<file path="src/rtl/uart_pkg.sv">
// Shared types and helpers for the 8N1 UART transmitter.
package uart_pkg;

  typedef enum logic [1:0] {
    IDLE  = 2'd0,
    START = 2'd1,
    DATA  = 2'd2,
    STOP  = 2'd3
  } tx_state_t;

  // Rounded-to-nearest clocks per serial bit.
  function automatic int calc_clks_per_bit(input int clk_hz, input int baud);
    return (clk_hz + baud / 2) / baud;
  endfunction

endpackage

</file>
<file path="src/rtl/baud_tick.sv">
// Bit-period timer: pulses tick for one cycle every CLKS_PER_BIT cycles after restart.
module baud_tick #(
  parameter int CLKS_PER_BIT = 217
) (
  input  logic clk_25mhz,
  input  logic rst_n,
  input  logic restart,
  output logic tick
);

  localparam int CW = $clog2(CLKS_PER_BIT);
  localparam logic [CW-1:0] LAST = CW'(CLKS_PER_BIT - 1);

  logic [CW-1:0] cnt_q;
  logic [CW-1:0] cnt_d;

  assign tick = (cnt_q == LAST);

  // Reload on restart and on every tick so bit boundaries never drift.
  always_comb begin
    cnt_d = cnt_q + 1'b1;
    if (restart || tick) begin
      cnt_d = '0;
    end
  end

  always_ff @(posedge clk_25mhz) begin
    if (!rst_n) begin
      cnt_q <= '0;
    end else begin
      cnt_q <= cnt_d;
    end
  end

endmodule

</file>
<file path="src/rtl/uart_tx.sv">
// 8N1 UART transmitter with a valid/ready byte input.
// Handshake: a byte is accepted in any cycle where valid_i && ready_o (and rst_n is high);
// ready_o is high only in IDLE, so valid_i/data_i are ignored for the whole frame.
module uart_tx
  import uart_pkg::*;
#(
  parameter int CLK_HZ       = 25_000_000,
  parameter int BAUD         = 115_200,
  parameter int CLKS_PER_BIT = calc_clks_per_bit(CLK_HZ, BAUD)
) (
  input  logic       clk_25mhz,
  input  logic       rst_n,
  input  logic [7:0] data_i,
  input  logic       valid_i,
  output logic       ready_o,
  output logic       tx_o,
  output logic       busy_o
);

  if (CLKS_PER_BIT < 2) begin : g_bad_clks_per_bit
    $error("uart_tx: CLKS_PER_BIT must be at least 2");
  end

  tx_state_t  state_q, state_d;
  logic [7:0] shift_q, shift_d;
  logic [2:0] bit_idx_q, bit_idx_d;
  logic       accept;
  logic       tick;

  assign ready_o = (state_q == IDLE);
  assign busy_o  = ~ready_o;
  assign accept  = valid_i && ready_o && rst_n;

  baud_tick #(
    .CLKS_PER_BIT(CLKS_PER_BIT)
  ) u_baud_tick (
    .clk_25mhz(clk_25mhz),
    .rst_n    (rst_n),
    .restart  (accept),
    .tick     (tick)
  );

  always_comb begin
    state_d   = state_q;
    shift_d   = shift_q;
    bit_idx_d = bit_idx_q;
    tx_o      = 1'b1;
    case (state_q)
      IDLE: begin
        if (accept) begin
          state_d   = START;
          shift_d   = data_i;
          bit_idx_d = 3'd0;
        end
      end
      START: begin
        tx_o = 1'b0;
        if (tick) begin
          state_d = DATA;
        end
      end
      DATA: begin
        tx_o = shift_q[0];
        if (tick) begin
          shift_d   = {1'b0, shift_q[7:1]};
          // Index wraps 7->0 on the last data bit, which is also the exit to STOP.
          bit_idx_d = bit_idx_q + 3'd1;
          if (bit_idx_q == 3'd7) begin
            state_d = STOP;
          end
        end
      end
      STOP: begin
        if (tick) begin
          state_d = IDLE;
        end
      end
      default: begin
        state_d = IDLE;
      end
    endcase
  end

  always_ff @(posedge clk_25mhz) begin
    if (!rst_n) begin
      state_q   <= IDLE;
      shift_q   <= 8'h00;
      bit_idx_q <= 3'd0;
    end else begin
      state_q   <= state_d;
      shift_q   <= shift_d;
      bit_idx_q <= bit_idx_d;
    end
  end

endmodule

</file>
<file path="config.mk">
export PLATFORM = sky130hd
export DESIGN_NAME = uart_tx
export DESIGN_NICKNAME = d
export VERILOG_FILES = /design/src/rtl/uart_pkg.sv /design/src/rtl/baud_tick.sv /design/src/rtl/uart_tx.sv
export SDC_FILE = /design/constraint.sdc
export NUM_CORES = 1
export LEC_CHECK = 0
export CORE_ASPECT_RATIO = 0.6
export CORE_UTILIZATION = 50
export CTS_BUF_LIST = sky130_fd_sc_hd__clkbuf_4 sky130_fd_sc_hd__clkbuf_8
export DETAILED_ROUTE_END_ITERATION = 12
export GPL_TIMING_DRIVEN = 0
export PLACE_DENSITY = 0.76
export SETUP_SLACK_MARGIN = 0.1
export SLEW_MARGIN = 20
export SYNTH_ARGS = -nofsm -noshare
export SYNTH_HDL_FRONTEND = slang
export SYNTH_SLANG_ARGS = --single-unit
</file>
<file path="constraint.sdc">
create_clock -name clk_25mhz -period 1.8 [get_ports clk_25mhz]
set_clock_uncertainty 0.1 [all_clocks]
set_input_delay 0.36 -clock clk_25mhz [delete_from_list [all_inputs] [get_ports clk_25mhz]]
set_output_delay 0.36 -clock clk_25mhz [all_outputs]
set_load 0.01 [all_outputs]
</file>
==> results.py <==
metrics = {
    "run_status": {
        "outcome": "finished, final reports clean",
    },
    "floorplanning": {
        "io_pins": 14,
        "std_cell_rows": 13,
        "die_area_um2": 2510,
        "die_h_um": 39.2,
        "initial_core_util_pct": 53.3,
        "dieWidth_um": 64.0,
        "core_region_area_um2": 2160,
    },
    "worst_setup_path": {
        "path_delay_family": "compound AO/OA/AOI/OAI gates",
        "crit_path_end_kind": "register",
        "setup.worst_path.class": "register to register",
        "regToRegSetupSlack_ps": 40,
        "arrival_ps": 1820,
        "cp-start-kind": "register",
        "crit_fanout": 5,
        "crit_buf_inv": 2,
        "worstPathCellList": "inv_4 -> ha_4 -> a21boi_4 -> or3_4 -> buf_6 -> o221a_1 -> o21a_1",
        "slowest_stage": "dfxtp_4",
        "required_ps": 1860,
        "critPathMaxStageDelay_ps": 380,
    },
    "global_route": {
        "overflow": 0,
        "grt_usage_pct": 23.5,
        "grt_pass1_vias": 875,
        "antenna_found_initial": 0,
        "grt_max_degree": 13,
        "grt_pass1_wl_mm": 4.14,
    },
    "timing": {
        "worst_slew_pin_slew_ps": 479,
        "grt_setup_unrepaired": "yes",
        "fmax_mhz": 568,
        "finalCritPeriodShare_pct": 97.8,
        "slew_viol_final": 0,
        "setup_violations": 0,
        "hold_viol_final": 0,
        "max_slew_margin_pct": 68.0,
        "period_needed_ps": 1760,
        "fin_setup_tns_ps": 0,
    },
    "routing": {
        "viasPerCell": 5.59,
        "drcViolationCount": 0,
        "postRouteAntennaNets": 0,
        "post_drt_wl_per_cell_um": 14.8,
        "vias": 1001,
        "drtIter0Drc": 54,
        "drtPass1Iterations": 4,
        "drt_wl_total_mm": 2.66,
    },
    "clocking": {
        "cts.sinks": 21,
        "htree_levels": 1,
        "cts-root-buf": "clkbuf_8",
        "cts_buffers": 3,
        "postCtsHoldBufs": 0,
        "insertion_delay_ps": 260,
        "cts_buffer_depth": 2,
        "cts_tree": "built",
        "clk_pin_slew_ps": 80,
    },
    "placement": {
        "portBuffers": 12,
        "dp_hpwl_mm": 1.75,
        "dp.cells": 162,
        "place_congestion": 0.748,
    },
    "yosys": {
        "synth_top_area_share_pct": 36.5,
        "yosysMostFrequentCell": "dfxtp_1",
        "yosys-top-cells-area": "dfxtp_1 (36%), ha_1 (9.8%), o221a_1 (6.8%)",
        "synth-main-ff-cell": "dfxtp_1",
        "async_flop_share_pct": 0,
        "yosys.area.top_type": "dfxtp_1",
        "yosys_warnings": 0,
        "syn-instance-count": 120,
        "synth-edff-count": 0,
        "synth_nets": 140,
        "synth_commonest_cells": "dfxtp_1 (21), nor2_1 (12)",
        "synthDistinctLibCells": 33,
        "synth-seq-cells": 21,
        "syn_area_um2": 1150,
        "syn_area_per_cell_um2": 9.60,
        "synth-seq-area-share_pct": 36.5,
    },
    "final_layout": {
        "syn_to_final_growth_pct": 35.4,
        "drive_gt1_share_pct": 30.2,
        "fill_cells": 164,
        "n_antenna_cell": 0,
        "stdcell_count": 179,
        "layout.nets": 170,
    },
    "power_and_ir_drop": {
        "vdd_ir_drop_max_mv": 0.598,
        "power_density_nw_per_um2": 1390,
        "leakage_uw": 0.000657,
    },
    "job": {
        "max-cap-violations": 0,
    },
    "hold_path": {
        "hold_class": "primary input to register",
    },
}
-- worst min-delay path, stage by stage --
cell and delay [ps]:
buf_6 120, nand2b_1 70, o22ai_1 70
-- logic make-up after synthesis --
group,share of synthesized area [%]
xor gates and xnor gates,4.56
buffers and inverters,6.62
DFF,36.5
muxes,1.74
AOI/OAI and AO/OA,20.8
and+or+nand+nor,20.0
adders and majority gates,9.77
-- worst paths after layout --
kind	start	end	cells past startpoint
hold reg to reg	u_baud_tick.cnt_q[0]$_SDFF_PP0_	u_baud_tick.cnt_q[0]$_SDFF_PP0_	1
hold / removal	rst_n	bit_idx_q[0]$_SDFFE_PN0P_	3
setup / recovery	state_q[1]$_SDFFE_PN0P_	shift_q[1]$_SDFFE_PN0P_	7
setup reg to reg	state_q[1]$_SDFFE_PN0P_	shift_q[1]$_SDFFE_PN0P_	7
-- cell type report --
class,count,area (um^2),area share [%]
multi-input combinational,85,746,47.8
timing repair buffer,25,210,13.5
clock inverter,1,5.00,0.321
buffer,5,48.8,3.13
tap,30,37.5,2.41
inverter,9,41.3,2.65
clock buffer,3,41.3,2.65
sequential,21,430,27.6
-- timing repair --
item                                   CTS  global route
endpoints found under the hold margin    0             0
gates resized for setup                 15            17
pin swaps                                8            12
setup endpoints to repair               15            22
gates cloned                             1             1
buffers inserted                         8             3
-- stage by stage --
stage / hold WS (ps) / instance area (um^2) / total power [uW] / utilization (%) / setup WS [ps]
finish: 304 / 1560 / 2160 / 72.1 / 39.2
global route: 322 / 1560 / 2290 / 72.1 / 6.91
CTS: 297 / 1470 / 2010 / 68.0 / 39.5
detailed placement: 356 / 1350 / 1570 / 62.3 / -297
global placement: 348 / 1350 / 1530 / 62.3 / -283
floorplan: 337 / 1190 / 1300 / - / 70.6
-- cell usage in the layout (no fill, tap or decap), types with 3 or more instances in the layout --
master	instances
clkbuf_8	3
nand3_1	5
inv_4	3
ha_4	3
buf_4	10
ha_1	6
and3_1	3
o221a_1	7
nand2_1	8
xor2_1	4
buf_6	6
dfxtp_1	17
o21a_1	9
clkdlybuf4s50_1	8
inv_1	5
nor2_1	11
-- layer usage --
layer	GRT usage, %	share of wire (%)	vias to the layer above
met5	0	0	-
met4	11.4	2.1	0
met3	6.18	8.1	6
met2	35.9	44	40
met1	30.9	46	468
li1	-	-	487
-- power by group --
part           switching (uW)  internal, uW
sequential               85.8           573
combinational             570           622
clock                     156           154
total                     812          1350
-- state kept, by name, indices dropped and copies added (netlist names) --
signal and flops:
bit_idx_q 3, shift_q 8, u_baud_tick.cnt_q 8, state_q 2
(Power assumes the default switching activity.)
